File: src/rtl/bram_write_control.sv
// Writes received UART bytes into consecutive BRAM addresses starting at 0 and flags done after MAX_DEPTH bytes.
// Optional running byte checksum is enabled by defining BRAM_WR_CHECKSUM_EN.
//
// state   | meaning
// IDLE    | after reset, waiting for enable
// WAIT    | armed, waiting for the next rx_valid strobe
// WRITE   | we asserted for one cycle, address/din stable
// DONE    | MAX_DEPTH bytes stored, terminal until rst
module bram_write_control #(
    parameter int MAX_DEPTH = 16,
    parameter int ADDR_W    = 4,
    parameter int DATA_W    = 8
) (
    input  logic              clk,
    input  logic              rst,
    input  logic              enable,
    input  logic              rx_valid,
    input  logic [DATA_W-1:0] rx_data,
    output logic [ADDR_W-1:0] address,
    output logic [DATA_W-1:0] din,
    output logic              we,
    output logic [ADDR_W:0]   count,
    output logic              done,
    output logic              overrun,
    output logic [DATA_W-1:0] checksum
);

    typedef enum logic [1:0] {
        S_IDLE  = 2'b00,
        S_WAIT  = 2'b01,
        S_WRITE = 2'b10,
        S_DONE  = 2'b11
    } state_t;

    localparam logic [ADDR_W:0] MAX_CNT = (ADDR_W+1)'(MAX_DEPTH);

    state_t              state_q, state_d;
    logic [ADDR_W-1:0]   address_q, address_d;
    logic [DATA_W-1:0]   din_q, din_d;
    logic                we_q, we_d;
    logic [ADDR_W:0]     count_q, count_d;
    logic                done_q, done_d;
    logic                overrun_q, overrun_d;
    logic [ADDR_W:0]     count_inc;

    assign count_inc = count_q + (ADDR_W+1)'(1);

    always_comb begin
        state_d   = state_q;
        address_d = address_q;
        din_d     = din_q;
        we_d      = 1'b0;
        count_d   = count_q;
        done_d    = done_q;
        overrun_d = overrun_q;
        case (state_q)
            S_IDLE: begin
                if (enable) begin
                    state_d   = S_WAIT;
                    address_d = '0;
                    count_d   = '0;
                end
            end
            S_WAIT: begin
                if (rx_valid) begin
                    din_d   = rx_data;
                    we_d    = 1'b1;
                    state_d = S_WRITE;
                end
            end
            S_WRITE: begin
                // count saturates so it can never pass MAX_DEPTH
                count_d = (count_q == MAX_CNT) ? count_q : count_inc;
                if (count_inc == MAX_CNT) begin
                    done_d  = 1'b1;
                    state_d = S_DONE;
                end else begin
                    address_d = address_q + ADDR_W'(1);
                    state_d   = S_WAIT;
                end
                if (rx_valid) begin
                    overrun_d = 1'b1;
                end
            end
            S_DONE: begin
                state_d = S_DONE;
            end
            default: begin
                state_d = S_IDLE;
            end
        endcase
    end

    always_ff @(posedge clk) begin
        if (rst) begin
            state_q   <= S_IDLE;
            address_q <= '0;
            din_q     <= '0;
            we_q      <= 1'b0;
            count_q   <= '0;
            done_q    <= 1'b0;
            overrun_q <= 1'b0;
        end else begin
            state_q   <= state_d;
            address_q <= address_d;
            din_q     <= din_d;
            we_q      <= we_d;
            count_q   <= count_d;
            done_q    <= done_d;
            overrun_q <= overrun_d;
        end
    end

`ifdef BRAM_WR_CHECKSUM_EN
    logic [DATA_W-1:0] checksum_q, checksum_d;

    always_comb begin
        checksum_d = checksum_q;
        if (state_q == S_IDLE && enable) begin
            checksum_d = '0;
        end else if (state_q == S_WRITE) begin
            checksum_d = checksum_q + din_q;
        end
    end

    always_ff @(posedge clk) begin
        if (rst) begin
            checksum_q <= '0;
        end else begin
            checksum_q <= checksum_d;
        end
    end

    assign checksum = checksum_q;
`else
    assign checksum = '0;
`endif

    assign address = address_q;
    assign din     = din_q;
    assign we      = we_q;
    assign count   = count_q;
    assign done    = done_q;
    assign overrun = overrun_q;

endmodule
File: config.mk
export PLATFORM = sky130hd
export DESIGN_NAME = bram_write_control
export DESIGN_NICKNAME = d
export VERILOG_FILES = /design/src/rtl/bram_write_control.sv
export SDC_FILE = /design/constraint.sdc
export NUM_CORES = 1
export LEC_CHECK = 0
export CORE_MARGIN = 5
export CORE_UTILIZATION = 45
export DETAILED_ROUTE_END_ITERATION = 6
export HOLD_SLACK_MARGIN = 0.05
export PLACE_DENSITY = 0.91
export REMOVE_ABC_BUFFERS = 1
export SYNTH_ARGS = -nofsm -noshare
export SYNTH_HDL_FRONTEND = slang
export SYNTH_SLANG_ARGS = --single-unit
File: constraint.sdc
create_clock -name clk -period 2.8 [get_ports clk]
set_input_delay 0.42 -clock clk [delete_from_list [all_inputs] [get_ports clk]]
set_output_delay 0.42 -clock clk [all_outputs]
set_load 0.1 [all_outputs]
**After elaboration in Yosys (flattened, before gate mapping)**

Cells that the tools add are included.

- Bits in registers: 22
- Output and inout port bits: 28

- Bitwise gates (word level): 1
- Reductions and logical operators: 9
- Add/subtract/negate cells: 2
- Mux-type cells: 11
- Equal/unequal tests: 9

Operators with widths:

| operator | count |
|---|---|
| == test 5 bit (second input constant) | 2 |
| two-way mux 5 bit | 2 |
| case mux 5 bit (2 select lines) | 1 |
| two-way mux 4 bit | 2 |
| != test 2 bit (second input constant) | 4 |
| case mux 2 bit (4 select lines) | 1 |
| case mux 4 bit (2 select lines) | 1 |
| AND reduction 2 bit | 4 |
| two-way mux 2 bit | 3 |
| AND reduction 3 bit | 2 |
| adder 5 x 1 -> 5 bit (second input constant) | 1 |
| adder 4 x 1 -> 4 bit (second input constant) | 1 |
| == test 2 bit (second input constant) | 2 |
| == test 2 x 1 -> 1 bit (second input constant) | 1 |
| logical NOT 2 bit | 1 |
| nonzero test 2 bit | 1 |
| OR reduction 2 bit | 1 |
| two-way mux 1 bit | 1 |
| inverter 1 bit | 1 |

**Depth between registers and ports, before layout**

Gate-level depths: netlist (run 1).

- Depth in word-level cells: 4
- Gate-level depth with buffers: 6
- Depth with buffers taken out: 6

**Least setup slack after synthesis (run 1)**

No wires, ideal clock.

- Path type: flip-flop to flip-flop
- Start: reg count_q[0], in the netlist count[0]
- End: reg address_q[0], in the netlist address[0]
- Stages on the path, launching flop included: 6
- Setup time: 121 ps
- Slack: 313 ps
- Arrival time: 2367 ps
- Cell sequence: dfxtp_1 -> ha_1 -> and3_1 -> mux2i_2 -> a31oi_2 -> mux2_2

- Longest elaborated chain between the ends: 4

Ends and longest elaborated chain:

| what | RTL line | RTL |
|---|---|---|
| start: declaration | 41 | `logic [ADDR_W:0] count_q, count_d;` |
| start signal: assignment | 108 | `count_q <= count_d;` |
| adder 5 x 1 -> 5 bit | 46 | `assign count_inc = count_q + (ADDR_W+1)'(1);` |
| == test 5 bit | 74 | `if (count_inc == MAX_CNT) begin` |
| != test 2 bit (no line) | -- |  |
| AND reduction 3 bit (no line) | -- |  |
| end signal: assignment | 105 | `address_q <= address_d;` |
| end: declaration | 38 | `logic [ADDR_W-1:0] address_q, address_d;` |

No other way between the ends.
A chain may end at the register's enable or synchronous reset.

**Worst setup path after layout (run 1)**

Same ends and word-level chain as after synthesis.

==> results of run 1 <==
[stage by stage]
| step | power [mW] | utilization (%) | setup WS, ps |
|---|---|---|---|
| after global routing | 0.777 | 58.8 | 753 |
| after floorplan | 0.464 | - | 303 |
| after global placement | 0.501 | 56.6 | 954 |
| after CTS | 0.749 | 58.8 | 866 |
| final | 0.746 | 58.8 | 869 |
| after detailed placement | 0.505 | 56.6 | 877 |
[cells by family after synthesis]
family                   after synthesis  synth area share [%]
other                                  1                 0.338
AND/OR/NAND/NOR                       46                  20.1
flip-flops                            22                  39.7
AO/OA/AOI/OAI                         21                  14.8
multiplexers                          13                  12.6
adder cells (fa/ha/maj)                4                  4.51
buffers and inverters                 15                  7.90
[sequential cells by signal, summed over array words and instances, names as in the netlist]
name	count
din	8
count	5
address	4
state_q	2
done	1
overrun	1
we	1
[layer usage]
metal  wire length, um  track usage (%)  up-vias
li1                  -                -      472
met1               982             15.9      432
met2              1220             25.1       36
met3               231             5.23        6
met4                32             7.59        0
met5                 0                0        -
[path summary, 6_finish.rpt]
check	startpoint	to	slack [ps]	depth (start not counted)
worst min-delay path	done	done	460	2
worst min register to register	done	done	460	2
worst max register to register	count[0]	address[0]	870	5
worst max-delay path	count[0]	address[0]	870	5
[cell usage in the layout, fill, tap and decap left out, types with 2 or more instances in the layout]
master,count
nand2_1,6
inv_1,3
nor2b_1,4
nor2_1,20
buf_4,21
clkbuf_4,3
nand2b_1,4
nand3_1,3
o21ai_0,2
mux2i_1,10
nor3_1,2
conb_1,8
nand3b_1,3
dfxtp_1,22
o2bb2ai_1,2
a211oi_1,2
a311oi_1,3
clkdlybuf4s50_1,11
a21oi_1,5
ha_1,4
[area by class of cell]
| class | instances | area (sq um) | share of cell area, % |
|---|---|---|---|
| Timing Repair Buffer | 32 | 268 | 18.9 |
| Inverter | 3 | 11.3 | 0.795 |
| Clock buffer | 3 | 22.5 | 1.59 |
| Clock inverter | 1 | 30.0 | 2.12 |
| Sequential cell | 22 | 440 | 31.1 |
| Multi-Input combinational cell | 92 | 607 | 42.8 |
| Tap cell | 30 | 37.5 | 2.65 |
[where the power goes]
group | internal [mW] | total [mW] | switching (mW)
clock network | 0.145 | 0.247 | 0.103
registers | 0.322 | 0.329 | 0.00766
logic | 0.0427 | 0.169 | 0.126
[critical path, delay by kind of cell (launching register included)]
family / cells / cell delay, ps
and+or+nand+nor: 1 / 250
adders and majority gates: 1 / 280
DFF: 1 / 500
muxes: 2 / 660
AOI/OAI and AO/OA: 1 / 160
==> reports/metrics.yaml, run 1 <==
place:
  postPlaceCellArea_sq_um: 1360
  io_buffers: 31
  dp_hpwl_um: 1890
  gp_congestion: 0.853
  placed_cells: 179
timing:
  setup_viol: 0
  fmax_mhz: 518
  maxSlewViolCount: 0
  min_period_ps: 1930
  grt_setup_unrepaired: "no"
  tns_ps: 0
  holdWs_ps: 459
  relSlewSlack_pct: 55.4
  fin_worst_skew_ps: 11.2
  hold_violations: 0
  worst_pin_slew_ps: 667
  period_share_pct: 69.0
synthesis:
  synth_cell_types: 35
  synth_top_area_cell: "dfxtp_1"
  synth_most_common_cell: "dfxtp_1"
  synth_area_sq_um: 1110
  synth_seq_cells: 22
  synth_seq_area_share_pct: 39.7
  postSynthCellCount: 122
  synthArstFlopShare_pct: 0
  synth_area_leaders: "dfxtp_1 (40%), mux2i_1 (9.0%), nor2_1 (6.8%), buf_4 (5.4%), ha_1 (4.5%)"
  synth.avg_cell_area_sq_um: 9.09
  synth_edf_count: 0
  synth_ff_type: "dfxtp_1"
  yosysWarningCount: 0
  yosys-top-cells-count: "dfxtp_1 (22), nor2_1 (20), mux2i_1 (10)"
  synth_top_area_share_pct: 39.7
clocking:
  cts_hold_buf: 0
  htree_levels: 1
  cts_num_sinks: 22
  postCtsSetupBuffers: 0
  clkLatencyLatePin_ps: 320
  path_clk_slew_ps: 130
  cts_buffers: 3
  post_cts_resized: 0
  cts-root-buf: "clkbuf_4"
  cts_tree: "yes"
  clockBufferDepth: 2
final_layout:
  finalInstanceArea_sq_um: 1420
  fill_cells: 206
  final_nets: 170
  final_cell_count_no_fill: 183
  drive_gt1_share_pct: 21.6
  areaGrowthSynthToFinish_pct: 27.8
  diodes: 0
die:
  fp.dieH_um: 59.6
  pin_count: 40
  start_util_pct: 46.0
  die_w_um: 59.6
  core_sq_um: 2410
  fp-row-count: 18
  die_area_sq_um: 3560
critical_path:
  cp_slowest_cell: "dfxtp_1"
  critPathMaxStageDelay_ps: 500
  cp-start-kind: "register"
  critPathCaptureType: "register"
  crit_arrival_ps: 2160
  path_cells: "ha_1 > and3_1 > mux2i_2 > a31oi_2 > mux2_2"
  crit_required_ps: 3030
  crit_fanout: 9
  path_class: "register to register"
grt:
  overflow: 0
  first_global_vias: 944
  grt_max_degree: 17
  grt_antenna_before_repair: 0
  grt_pass1_wl_um: 3990
  grt.total_usage_pct: 14.7
detailed_routing:
  vias: 946
  firstDrtPassIters: 4
  wl_per_cell_um: 13.5
  drt-initial-drc-count: 15
  viasPerCell: 5.17
  totalWireLength_um: 2470
  drc_errors: 0
  ant_nets: 0
pwr:
  p_per_area_nw_per_um2: 527
  power.leakage_nw: 0.638
  irDropWorstVdd_mv: 0.435
min_path:
  hold_path.class: "register to register"
run_status:
  run_status: "finished, final reports clean"
run:
  cap_viol_max_count: 0
Power figures use the tool's default switching activity.
==> run 2, diff against run 1 <==
- CORE_UTILIZATION: 45 -> 39
- PLACE_DENSITY: 0.91 -> 0.85
- clock period: 2.8 -> 1.65 ns (I/O delays scaled with it)
==> reports/metrics.yaml, run 2 (synthesis results as in run 1) <==
detailed_routing:
  viasPerCell: 5.26
  totalWireLength_um: 3080
  drc_errors: 0
  firstDrtPassIters: 4
  drt-initial-drc-count: 27
  wl_per_cell_um: 15.3
  vias: 1058
  ant_nets: 0
min_path:
  hold_path.class: "register to register"
  min_from: "done"
  hold_end: "done"
  hold_path_depth: 2
timing:
  min_period_ps: 1660
  fmax_mhz: 602
  finalWorstSetupSlack_ps: -10.2
  period_share_pct: 101
  grt_setup_unrepaired: "yes"
  holdWs_ps: 501
  hold_violations: 0
  setup_viol: 2
  maxSlewViolCount: 0
  fin_worst_skew_ps: 7.18
critical_path:
  crit_arrival_ps: 1920
  path_class: "register to register"
  r2r-end: "count[1]"
  crit_required_ps: 1910
  crit_fanout: 5
  crit_family: "compound AO/OA/AOI/OAI gates"
  critPathCaptureType: "register"
  rr_worst_depth: 7
  critPathMaxStageDelay_ps: 460
  reg2reg_slack_ps: -10
  cp.buffers_inverters: 2
  r2r-start: "count[1]"
  path_cells: "buf_6 > inv_4 > ha_4 > nand2_1 > o41a_1 > mux2_4 > nor2_4"
  cp.depth: 7
  cp-start-kind: "register"
  cp_slowest_cell: "o41a_1"
clocking:
  cts-root-buf: "clkbuf_4"
  htree_levels: 1
  clkLatencyLatePin_ps: 310
  cts_hold_buf: 0
  cts_num_sinks: 22
  path_clk_slew_ps: 140
  cts_tree: "yes"
  clockBufferDepth: 2
  cts_buffers: 3
grt:
  overflow: 0
  grt_max_degree: 18
  grt_pass1_wl_um: 4370
  grt_antenna_before_repair: 0
  grt.total_usage_pct: 13.3
  first_global_vias: 976
pwr:
  p_total_mw: 1.32
  p_per_area_nw_per_um2: 716
  power.leakage_nw: 0.786
  irDropWorstVdd_mv: 0.716
final_layout:
  areaGrowthSynthToFinish_pct: 66.5
  final_nets: 187
  drive_gt1_share_pct: 34.7
  finalInstanceArea_sq_um: 1850
  final_cell_mix: "nor2_1 (20), buf_12 (20), dfxtp_1 (19)"
  largest_reg_flops: 8
  fill_cells: 194
  diodes: 0
run_status:
  violations: "negative setup slack"
  run_status: "finished with violations"
place:
  postPlaceCellArea_sq_um: 1690
  place_ws_ps: -39.4
  dp_hpwl_um: 2100
  io_buffers: 31
  gp_congestion: 0.821
die:
  fp.dieH_um: 63.3
  core_sq_um: 2730
  start_util_pct: 40.5
  die_w_um: 63.3
  fp-row-count: 19
  pin_count: 40
  die_area_sq_um: 4010
run:
  cap_viol_max_count: 0
[run 2: tightest hold or removal path, delay by kind of cell, from the launching register on]
| kind | cells | cell delay, ps |
|---|---|---|
| flops | 1 | 360 |
| buf+inv | 1 | 60 |
| compound gates | 1 | 50 |
[run 2: through the flow]
stage / instances / util, % / setup TNS [ps]
6_report: 201 / 67.5 / -17.2
5_1_grt: 201 / 67.5 / -252
4_1_cts: 194 / 64.0 / 0
3_5_place_dp: 190 / 61.8 / -39.4
3_3_place_gp: 190 / 61.8 / 0
2_1_floorplan: 117 / - / -5700
[run 2: layout make-up]
cell class / instances / area, sq um / area share, %
timing repair buffer: 49 / 653 / 35.4
multi-input combinational: 92 / 641 / 34.7
sequential: 22 / 444 / 24.1
tap: 31 / 38.8 / 2.10
clock inverter: 1 / 30.0 / 1.63
clock buffer: 3 / 22.5 / 1.22
inverter: 3 / 16.3 / 0.881
[run 2: report_power, final]
group,total [mW],leakage (nW),internal [mW],switching (mW)
Clock,0.420,0.0279,0.245,0.175
Sequential,0.564,0.180,0.546,0.0179
Combinational,0.337,0.578,0.113,0.224
Total,1.32,0.786,0.904,0.417
[run 2: routing by layer]
| metal | wire length, um | track usage, % | part of all wire [%] | vias up |
|---|---|---|---|---|
| met5 | 0 | 0 | 0 | - |
| met4 | 44 | 5.71 | 1.4 | 0 |
| met3 | 141 | 1.78 | 4.6 | 4 |
| met2 | 1660 | 24.2 | 54 | 42 |
| met1 | 1230 | 15.2 | 40 | 509 |
| li1 | - | - | - | 503 |
[run 2: how the worst max path moves through the flow]
| stage | start | to | slack [ps] |
|---|---|---|---|
| 3_5_place_dp | enable | count[1] | -40 |
| 6_report | count[1] | count[1] | -10 |
| 2_1_floorplan | count[0] | address[0] | -850 |
| 3_3_place_gp | enable | count[1] | 40 |
| 4_1_cts | count[0] | count[1] | 7 |
| 5_1_grt | count[1] | count[0] | -70 |
[run 2: what timing repair did]
item,in CTS,in global routing
gates resized for setup,3,13
pin swaps,0,3
gates cloned,0,0
setup buffers,0,7
endpoints found under the setup margin,2,8
==> run 3, diff against run 2 <==
- CTS_BUF_LIST: default -> sky130_fd_sc_hd__clkbuf_16
==> reports/metrics.yaml, run 3 (synthesis results as in run 1) <==
run_status:
  run_status: "finished with violations"
  violations: "negative setup slack"
clocking:
  cts-root-buf: "clkbuf_16"
  cts_tree: "yes"
  path_clk_slew_ps: 60
  cts_buffers: 3
  clockBufferDepth: 2
  cts_num_sinks: 22
  clkLatencyLatePin_ps: 260
  cts_hold_buf: 0
  htree_levels: 1
critical_path:
  path_cells: "buf_6 > buf_4 > nand3b_1 > a41o_1 > a31oi_2 > mux2_4"
  crit_fanout: 5
  critPathMaxStageDelay_ps: 350
  reg2reg_slack_ps: -3
  crit_arrival_ps: 1800
  crit_required_ps: 1800
  cp-start-kind: "register"
  cp.buffers_inverters: 2
  cp_slowest_cell: "dfxtp_2"
  critPathCaptureType: "register"
  path_class: "register to register"
  crit_family: "compound AO/OA/AOI/OAI gates"
timing:
  finalWorstSetupSlack_ps: -3.10
  holdWs_ps: 492
  grt_setup_unrepaired: "yes"
  min_period_ps: 1650
  period_share_pct: 100
  fin_worst_skew_ps: 1.36
  maxSlewViolCount: 0
  hold_violations: 0
  setup_viol: 1
  fmax_mhz: 605
final_layout:
  finalInstanceArea_sq_um: 1890
  areaGrowthSynthToFinish_pct: 70.4
  final_cell_mix: "nor2_1 (20), buf_12 (20), dfxtp_1 (19)"
  drive_gt1_share_pct: 34.9
  final_cell_count_no_fill: 200
  diodes: 0
  final_nets: 186
  fin_util_pct: 69.1
  largest_reg_flops: 8
pwr:
  power.leakage_nw: 0.804
  irDropWorstVdd_mv: 0.718
  p_per_area_nw_per_um2: 837
  p_total_mw: 1.58
detailed_routing:
  viasPerCell: 5.33
  totalWireLength_um: 3100
  firstDrtPassIters: 4
  vias: 1066
  wl_per_cell_um: 15.5
  drt-initial-drc-count: 34
  drc_errors: 0
  ant_nets: 0
place:
  gp_congestion: 0.821
  dp_hpwl_um: 2100
  placed_cells: 190
  io_buffers: 31
  postPlaceCellArea_sq_um: 1690
die:
  fp-row-count: 19
  pin_count: 40
  die_w_um: 63.3
  core_sq_um: 2730
  fp.dieH_um: 63.3
  start_util_pct: 40.5
  die_area_sq_um: 4010
grt:
  grt_antenna_before_repair: 0
  first_global_vias: 994
  overflow: 0
  grt_pass1_wl_um: 4490
  grt_max_degree: 18
  grt.total_usage_pct: 14.0
min_path:
  hold_path.class: "register to register"
run:
  cap_viol_max_count: 0
[run 3: power breakdown]
part / switching, mW / internal [mW] / leakage, nW
clock network: 0.200 / 0.482 / 0.0511
registers: 0.0180 / 0.546 / 0.180
logic: 0.224 / 0.110 / 0.573
[run 3: cell type report]
class	count	area [sq um]
clock inverters	1	30.0
fillers	191	845
inverters	3	13.8
multi-input cells	92	642
flip-flops and latches	22	444
well taps	31	38.8
repair buffers	48	646
clock buffers	3	75.1
[run 3: worst paths after layout]
path                 start    endpoint  cells after the start
setup reg to reg  count[1]  address[0]                      6
hold / removal        done        done                      2
setup / recovery  count[1]  address[0]                      6
hold reg to reg       done        done                      2
[run 3: routing by layer]
layer / wire (um) / global-route usage (%) / vias to the layer above
met5: 0 / 0 / -
met4: 103 / 7.01 / 0
met3: 165 / 3.55 / 13
met2: 1610 / 24.5 / 40
met1: 1210 / 15.4 / 509
li1: - / - / 504
[run 3: through the flow]
stage                     setup slack [ps]  setup TNS (ps)
after CTS                             1.74               0
after floorplan                       -847           -5700
final                                -3.10           -3.10
after global placement                40.7               0
after global routing                 -43.2            -159
after detailed placement             -39.4           -39.4
[run 3: tightest hold or removal path, stage by stage, from the launching register on]
cell and delay [ps]:
dfxtp_1 330, inv_1 60, a21oi_1 50
[run 3: timing repair]
item                       in CTS  in global routing
setup buffers                   0                  6
setup endpoints to repair       4                  7
resized for setup               1                 14
pin swaps                       0                  3
